--- src/rtl/pipe_stage_skid_if.sv ---
// pipe_stage_skid_if: handshake bundle for one pipeline stage boundary.
//   in_valid/in_ready/in_ctrl/in_data      upstream side
//   out_valid/out_ready/out_ctrl/out_data  downstream side
//   flush, hold_in                         hazard/branch control into the stage
//   occupancy                              number of beats held by the stage (0..2)
// Modports: slave = the stage itself, master = whatever surrounds it.
interface pipe_stage_skid_if #(
    parameter int CTRL_W = 12,
    parameter int DATA_W = 56
);
    logic              in_valid;
    logic              in_ready;
    logic [CTRL_W-1:0] in_ctrl;
    logic [DATA_W-1:0] in_data;
    logic              out_valid;
    logic              out_ready;
    logic [CTRL_W-1:0] out_ctrl;
    logic [DATA_W-1:0] out_data;
    logic              flush;
    logic              hold_in;
    logic [1:0]        occupancy;

    modport slave (
        input  in_valid, in_ctrl, in_data, out_ready, flush, hold_in,
        output in_ready, out_valid, out_ctrl, out_data, occupancy
    );

    modport master (
        output in_valid, in_ctrl, in_data, out_ready, flush, hold_in,
        input  in_ready, out_valid, out_ctrl, out_data, occupancy
    );
endinterface

--- src/rtl/pipe_stage_skid.sv ---
// pipe_stage_skid: pipeline stage register with a two-entry skid buffer,
// synchronous flush and hazard hold.
//   clk  rising-edge clock
//   rst  asynchronous active-high reset
//   bus  pipe_stage_skid_if.slave (handshake, flush, hold_in, occupancy)
//
// state | meaning
// EMPTY | main and skid invalid, out_valid=0
// ONE   | main valid, skid invalid
// FULL  | main and skid valid, in_ready=0
module pipe_stage_skid #(
    parameter int CTRL_W    = 12,
    parameter int DATA_W    = 56,
    parameter bit ZERO_CTRL = 1'b1
) (
    input  logic                   clk,
    input  logic                   rst,
    pipe_stage_skid_if.slave       bus
);
    typedef enum logic [1:0] {
        EMPTY = 2'd0,
        ONE   = 2'd1,
        FULL  = 2'd2
    } state_t;

    state_t            state;
    logic              main_valid;
    logic              skid_valid;
    logic [CTRL_W-1:0] main_ctrl;
    logic [DATA_W-1:0] main_data;
    logic [CTRL_W-1:0] skid_ctrl;
    logic [DATA_W-1:0] skid_data;

    logic accept;
    logic consume;

    // in_ready depends only on registered skid state and hold_in, so
    // downstream back-pressure never reaches upstream combinationally.
    assign bus.in_ready = ~skid_valid & ~bus.hold_in;
    assign accept       = bus.in_valid & bus.in_ready;
    assign consume      = main_valid & bus.out_ready;

    assign bus.out_valid = main_valid;
    assign bus.out_data  = main_data;
    assign bus.out_ctrl  = (ZERO_CTRL && !main_valid) ? '0 : main_ctrl;
    assign bus.occupancy = state;

    always_ff @(posedge clk or posedge rst) begin
        if (rst) begin
            state      <= EMPTY;
            main_valid <= 1'b0;
            skid_valid <= 1'b0;
            main_ctrl  <= '0;
            main_data  <= '0;
            skid_ctrl  <= '0;
            skid_data  <= '0;
        end else if (bus.flush) begin
            // Data registers deliberately keep their contents; only validity dies.
            state      <= EMPTY;
            main_valid <= 1'b0;
            skid_valid <= 1'b0;
        end else begin
            case (state)
                EMPTY: begin
                    if (accept) begin
                        main_ctrl  <= bus.in_ctrl;
                        main_data  <= bus.in_data;
                        main_valid <= 1'b1;
                        state      <= ONE;
                    end
                end
                ONE: begin
                    if (accept && consume) begin
                        main_ctrl <= bus.in_ctrl;
                        main_data <= bus.in_data;
                    end else if (accept) begin
                        skid_ctrl  <= bus.in_ctrl;
                        skid_data  <= bus.in_data;
                        skid_valid <= 1'b1;
                        state      <= FULL;
                    end else if (consume) begin
                        main_valid <= 1'b0;
                        state      <= EMPTY;
                    end
                end
                FULL: begin
                    if (consume) begin
                        main_ctrl  <= skid_ctrl;
                        main_data  <= skid_data;
                        skid_valid <= 1'b0;
                        state      <= ONE;
                    end
                end
                default: begin
                    state      <= EMPTY;
                    main_valid <= 1'b0;
                    skid_valid <= 1'b0;
                end
            endcase
        end
    end
endmodule

--- src/flat_wrapper.sv ---
// flat-port wrapper written by rule: the top's interface ports become plain ports
module pipe_stage_skid_flat 
#(
    parameter int CTRL_W    = 12,
    parameter int DATA_W    = 56,
    parameter bit ZERO_CTRL = 1'b1
)
  (clk, rst, bus_in_valid, bus_in_ctrl, bus_in_data, bus_out_ready, bus_flush, bus_hold_in, bus_in_ready, bus_out_valid, bus_out_ctrl, bus_out_data, bus_occupancy);
  pipe_stage_skid_if #(.CTRL_W(CTRL_W), .DATA_W(DATA_W)) bus_i ();
  input  logic clk;
  input  logic rst;
  input wire logic [$bits(bus_i.in_valid)-1:0] bus_in_valid;
  input wire logic [$bits(bus_i.in_ctrl)-1:0] bus_in_ctrl;
  input wire logic [$bits(bus_i.in_data)-1:0] bus_in_data;
  input wire logic [$bits(bus_i.out_ready)-1:0] bus_out_ready;
  input wire logic [$bits(bus_i.flush)-1:0] bus_flush;
  input wire logic [$bits(bus_i.hold_in)-1:0] bus_hold_in;
  output wire logic [$bits(bus_i.in_ready)-1:0] bus_in_ready;
  output wire logic [$bits(bus_i.out_valid)-1:0] bus_out_valid;
  output wire logic [$bits(bus_i.out_ctrl)-1:0] bus_out_ctrl;
  output wire logic [$bits(bus_i.out_data)-1:0] bus_out_data;
  output wire logic [$bits(bus_i.occupancy)-1:0] bus_occupancy;
  assign bus_i.in_valid = bus_in_valid;
  assign bus_i.in_ctrl = bus_in_ctrl;
  assign bus_i.in_data = bus_in_data;
  assign bus_i.out_ready = bus_out_ready;
  assign bus_i.flush = bus_flush;
  assign bus_i.hold_in = bus_hold_in;
  assign bus_in_ready = bus_i.in_ready;
  assign bus_out_valid = bus_i.out_valid;
  assign bus_out_ctrl = bus_i.out_ctrl;
  assign bus_out_data = bus_i.out_data;
  assign bus_occupancy = bus_i.occupancy;
  pipe_stage_skid #(.CTRL_W(CTRL_W), .DATA_W(DATA_W), .ZERO_CTRL(ZERO_CTRL)) u_core (.clk(clk), .rst(rst), .bus(bus_i));
endmodule
--- config.mk ---
export PLATFORM = sky130hd
export DESIGN_NAME = pipe_stage_skid_flat
export DESIGN_NICKNAME = d
export VERILOG_FILES = /design/src/rtl/pipe_stage_skid_if.sv /design/src/rtl/pipe_stage_skid.sv /design/src/flat_wrapper.sv
export SDC_FILE = /design/constraint.sdc
export NUM_CORES = 1
export LEC_CHECK = 0
export CORE_UTILIZATION = 33
export CTS_BUF_LIST = sky130_fd_sc_hd__clkbuf_8
export CTS_CLUSTER_DIAMETER = 150
export DETAILED_ROUTE_END_ITERATION = 10
export SYNTH_ARGS = -nofsm -noshare
export SYNTH_HDL_FRONTEND = slang
export SYNTH_SLANG_ARGS = --single-unit
--- constraint.sdc ---
create_clock -name clk -period 5.7 [get_ports clk]
set_input_delay 0.855 -clock clk [delete_from_list [all_inputs] [get_ports clk]]
set_output_delay 0.855 -clock clk [all_outputs]
set_load 0.02 [all_outputs]
## After elaboration in Yosys (flattened, before gate mapping)

Index checks and enable logic that the tools add are counted.

| operators by class | value |
|---|---|
| div/mod/pow operators | 0 |
| muxes and demuxes | 25 |
| shifts and indexed selects | 0 |
| add/subtract/negate cells | 0 |
| reductions and logical operators | 8 |
| bitwise logic cells | 7 |
| multipliers | 0 |
| order comparisons | 0 |
| equal/unequal tests | 14 |

Operator list:

| operator | count |
|---|---|
| 2-to-1 mux 56 bit | 3 |
| one-hot mux 56 bit (3 select lines) | 1 |
| 2-to-1 mux 12 bit | 4 |
| one-hot mux 12 bit (3 select lines) | 1 |
| 2-to-1 mux 2 bit | 6 |
| != test 3 x 2 -> 1 bit, second input constant | 4 |
| AND reduction 4 bit | 3 |
| AND reduction 5 bit | 2 |
| 2-to-1 mux 1 bit | 7 |
| != test 2 x 1 -> 1 bit, second input constant | 3 |
| != test 3 bit, second input constant | 2 |
| one-hot mux 1 bit (3 select lines) | 2 |
| one-hot mux 2 bit (3 select lines) | 1 |
| != test 2 bit, second input constant | 2 |
| != test 4 x 2 -> 1 bit, second input constant | 1 |
| NOT 1 bit | 4 |
| AND 1 bit | 3 |
| nonzero test 3 bit | 1 |
| equality test 2 x 1 -> 1 bit, second input constant | 1 |
| equality test 2 bit, second input constant | 1 |
| logical NOT 2 bit | 1 |
| logical AND 1 bit | 1 |

| word-level totals | value |
|---|---|
| bits in registers | 140 |
| ROM bits | 0 |
| output and inout port bits | 72 |
| memories | 0 |
| bits in writable memories | 0 |
| bits in latches | 0 |
| logic and storage cells | 61 |
| input port bits | 74 |

## Depth between registers and ports, before layout

| logic depth | value |
|---|---|
| word-level depth | 7 |
| mapped depth | 6 |
| gate-level depth less buffers | 3 |

## Worst setup path before layout

OpenSTA, ideal clock, no wires.

| path | value |
|---|---|
| path type | input-to-reg |
| start point | input bus_hold_in |
| end point | register u_core.main_data[15] (netlist: u_core.bus.out_data[15]) |
| setup time | 0.073 ns |
| arrival time | 2.324 ns |
| buffers on the path | 3 |
| stages on the path | 6 |
| data required time | 5.627 ns |
| setup slack | 3.303 ns |
| cells stage by stage | or4b_1 > clkbuf_1 > a221oi_2 > buf_4 > buf_6 > a2bb2oi_2 |

| between the ends | value |
|---|---|
| cells in the longest elaborated chain, start to end | 6 |
| elaborated cells on any way between the ends | 7 |
| those cells by class | eq/ne (2); bitwise (3); reduce/logical (2) |

RTL lines:

| what | RTL line | source |
|---|---|---|
| start: declaration | flat_wrapper.sv:17 | `input wire logic [$bits(bus_i.hold_in)-1:0] bus_hold_in;` |
| NOT 1 bit (*) | pipe_stage_skid.sv:39 | `assign bus.in_ready = ~skid_valid & ~bus.hold_in;` |
| AND 1 bit (*) | pipe_stage_skid.sv:39 |  |
| AND 1 bit (*) | pipe_stage_skid.sv:40 | `assign accept = bus.in_valid & bus.in_ready;` |
| logical AND 1 bit | pipe_stage_skid.sv:73 | `if (accept && consume) begin` |
| != test 2 x 1 -> 1 bit (no line) | -- |  |
| AND reduction 5 bit (no line) (*) | -- |  |
| end signal: assignment | pipe_stage_skid.sv:67 | `main_data <= bus.in_data;` |
| end signal: assignment | pipe_stage_skid.sv:75 | `main_data <= bus.in_data;` |
| end signal: assignment | pipe_stage_skid.sv:89 | `main_data <= skid_data;` |
| end: declaration | pipe_stage_skid.sv:30 | `logic [DATA_W-1:0] main_data;` |

Mark *: on every way between the ends. The rest lies on a longest branch, timed or not.
A chain may end at the register's enable or synchronous reset.

## Final worst setup path

| path | value |
|---|---|
| start point | input bus_hold_in |
| end point | register u_core.main_data[38] (netlist: u_core.bus.out_data[38]) |

Same word-level chain as after synthesis.

==> metrics.md <==
| Metric | Value |
|---|---|
| Status | `completed` |
| Pin slew with the least headroom to its limit | `0.925 ns` |
| Slowest CP cell | `or4b_2` |
| GR Util met1 | `21.3%` |
| M3 GR Usage | `5.07%` |
| Number of global-route vias before repair | `4250` |
| Post-DP HPWL | `8.43 mm` |
| Buffers added on ports | `145` |
| Max-cap violation count | `0` |
| Area grow syn2layout | `34.6%` |
| Fraction of the mapped netlist area in adder cells | `0%` |
| IO Pins | `146` |
| P_leak | `3.26 nW` |
| Post-Syn Nets | `495` |
| Layout net count | `628` |
| Net Sw Power | `1.04 mW` |
| Clk pwr share | `22.4%` |
| Slew headroom | `38.2%` |
| Gr ovfl total | `0` |
| Seq/Total Area, Yosys | `60.0%` |
| Pwr/cell area | `435 nW/um^2` |
| Max frequency | `320 MHz` |
| Clock Path Buffers | `2` |
| Largest net degree at the start of global routing | `96` |
| H-tree depth | `4` |
| Later-pin clock latency in the skew report | `0.44 ns` |
| Met2 Usage GRT | `25.5%` |
| Combinational group share of total power | `32.2%` |
| Synth top area share | `60.0%` |
| Post-synthesis cell area | `5840 um^2` |
| Worst hold start | `u_core.skid_data[26]$_DFFE_PP0P_` |
| DRC Markers | `0` |
| CTS tree | `done` |
| Synth area leaders | `dfrtp_1, mux2_2, o22ai_1` |
| Die area | `18200 um^2` |
| CP required | `6.07 ns` |
| Setup TNS | `0 ns` |
| Drt first pass iters | `4` |
| Crit end category | `flop` |
| Worst hold margin | `0.507 ns` |
| Setup violations, final | `0` |
| Final GP Congestion | `0.702` |
| Internal | `2.37 mW` |
| Post-route ant nets | `0` |
| Synthesis-stage register bit count | `140` |
| Post-CTS Setup Repair Bufs | `0` |
| Slowest stage delay, CP | `0.68 ns` |
| Cts bufs inserted | `17` |
| Synth Area in XOR/XNOR | `0%` |
| Synth Area per Inst | `13.9 um^2` |
| Initial DRC Count | `235` |
| Initial antenna violation count | `0` |
| Mux share of post-synthesis cell area | `13.1%` |
| # diodes | `0` |
| RSZ-0062 raised after global routing | `no` |
| Ys Warns | `0` |
| Hold Path End | `u_core.skid_data[26]$_DFFE_PP0P_` |
| Chip height | `135 um` |
| Clock skew | `0.0104 ns` |
| R2R Path Start | `u_core.bus.out_valid$_DFFE_PP0P_` |
| Largest family of logic cells by synthesized area | `compound AO/OA/AOI/OAI gates` |
| Most frequent CP cell | `buf_4` |
| Global-route usage over all layers | `16.2%` |
| Crit path kind | `input port to flop` |
| Commonest non-fill, non-tap cell in the layout | `clkdlybuf4s50_1` |
| Root buf cell | `clkbuf_8` |
| Via/cell ratio | `5.26` |
| Die X | `135 um` |
| First-pass GRT wire length | `22.6 mm` |
| Routed len/inst | `17.8 um` |
| FF-to-FF End | `u_core.bus.out_data[50]$_DFFE_PP0P_` |
| Minimum clock period | `3.12 ns` |
| Final hold viol count | `0` |
| HP Class | `flop to flop` |
| Hold depth | `1` |
| Crit path max fanout | `69` |
| Synth Area in Simple Gates | `2.76%` |
| Post-CTS sizing | `0` |
| Commonest cells after routing, fill and taps aside | `clkdlybuf4s50_1, dfrtp_1, mux2_2, o22ai_1, a2bb2oi_1` |
| FF/Latch Area | `3500 um^2` |
| Clk slew on worst S/H paths | `0.08 ns` |
| Worst path cell trace | `clkdlybuf4s50_1 > or4b_2 > buf_4 > a221oi_4 > buf_4 > a2bb2oi_1` |
| Critical Path Source Type | `input port` |
| Worst R2R Setup Slack | `2.96 ns` |
| Area of the multi-input gates | `2180 um^2` |
| Via count | `4166` |
| Switching part of the total power | `30.5%` |
| Final wirelength | `14.1 mm` |
| Post-synth cell types | `30` |
| Period Utilization, post-route | `54.8%` |
| Synth area leader | `dfrtp_1` |
| Core Area | `17300 um^2` |
| # clock sinks | `140` |
| Final Max Tran Viols | `0` |
| Syn Inst Count | `421` |
| Reg2Reg Depth | `4` |
| Register share of total power | `45.4%` |
| Maximum vdd ir drop | `0.182 mV` |
| Compound-Gate Fraction of Synth Area | `21.0%` |
| Filler cells | `1575` |
| Grt peak-use layer | `met2` |
| Cts hold-fix bufs | `0` |
| Starting Density | `33.8%` |
| Share of cells above drive strength 1 | `23.3%` |
| Rows | `48` |
| Worst EP arrival | `3.49 ns` |
-- critical path: cells and delay by family --
kind	cells	cell delay (ns)
AOI/OAI and AO/OA	2	0.57
buffers and inverters	3	1.34
and+or+nand+nor	1	0.68
-- layout make-up --
type,instances,share of cell area (%)
Sequential cell,140,44.6
Multi-Input combinational cell,240,27.7
Timing Repair Buffer,152,19.1
Tap cell,225,3.58
Clock buffer,18,3.15
Clock inverter,14,1.66
Inverter,3,0.207
-- per-layer routing --
metal,share of wire [%],up-vias
met3,5.7,14
met4,1.2,0
met1,45,2120
met5,0,-
met2,48,144
li1,-,1888
-- Yosys cell counts --
library cell    n
dfrtp_1       140
mux2_2         68
o22ai_1        68
a2bb2oi_1      48
clkbuf_1       23
a2bb2oi_2      20
and2_1         12
buf_2           8
buf_1           4
a21oi_1         3
inv_1           3
nand2_1         3
buf_6           2
nor2b_1         2
o21ai_0         2
a2111oi_0       1
a21boi_0        1
a221oi_1        1
a221oi_2        1
a31oi_1         1
buf_4           1
nand2b_1        1
nand4b_1        1
nor2_1          1
nor3_1          1
nor3b_1         1
nor4b_2         1
o21a_1          1
or2_2           1
or4b_1          1
-- power groups by stage --
| stage | clock network (mW) | registers, mW | logic [mW] |
|---|---|---|---|
| after floorplan | 0 | 1.69 | 0.482 |
| after global placement | 0 | 1.56 | 1.08 |
| after detailed placement | 0 | 1.56 | 1.11 |
| after CTS | 0.792 | 1.55 | 1.11 |
| after global routing | 0.838 | 1.59 | 1.17 |
| final | 0.766 | 1.55 | 1.10 |
-- worst max path at each step --
stage                           start                                  end  cells past startpoint
after floorplan                   rst  u_core.bus.occupancy[0]$_DFFE_PP0P_                      1
after global placement    bus_hold_in  u_core.bus.out_data[10]$_DFFE_PP0P_                      6
after detailed placement  bus_hold_in  u_core.bus.out_data[38]$_DFFE_PP0P_                      6
after CTS                 bus_hold_in  u_core.bus.out_data[46]$_DFFE_PP0P_                      6
after global routing      bus_hold_in  u_core.bus.out_data[14]$_DFFE_PP0P_                      6
final                     bus_hold_in  u_core.bus.out_data[38]$_DFFE_PP0P_                      6
-- logic make-up (layout without fill, tap and decap cells) --
family,after synthesis,in the layout
AO/OA/AOI/OAI,147,147
flip-flops,140,140
multiplexers,68,68
buffers and inverters,41,187
AND/OR/NAND/NOR,25,25
-- sequential cells by signal, summed over array words and instances (netlist names) --
| name | flops |
|---|---|
| u_core.bus.out_data | 56 |
| u_core.skid_ctrl | 12 |
| u_core.bus.occupancy | 2 |
| u_core.main_ctrl | 12 |
| u_core.skid_valid | 1 |
| u_core.skid_data | 56 |
| u_core.bus.out_valid | 1 |
-- stage by stage --
stage | std cells | cell area (um^2) | worst slack (ns) | utilization [%] | power, mW
detailed placement | 760 | 7480 | 2.10 | 43.3 | 2.67
global placement | 760 | 7480 | 2.18 | 43.3 | 2.64
floorplan | 421 | 5840 | 1.09 | - | 2.17
finish | 792 | 7860 | 2.58 | 45.4 | 3.42
global route | 792 | 7860 | 2.46 | 45.4 | 3.60
CTS | 792 | 7860 | 2.60 | 45.4 | 3.45
Power figures use the tool's default switching activity.
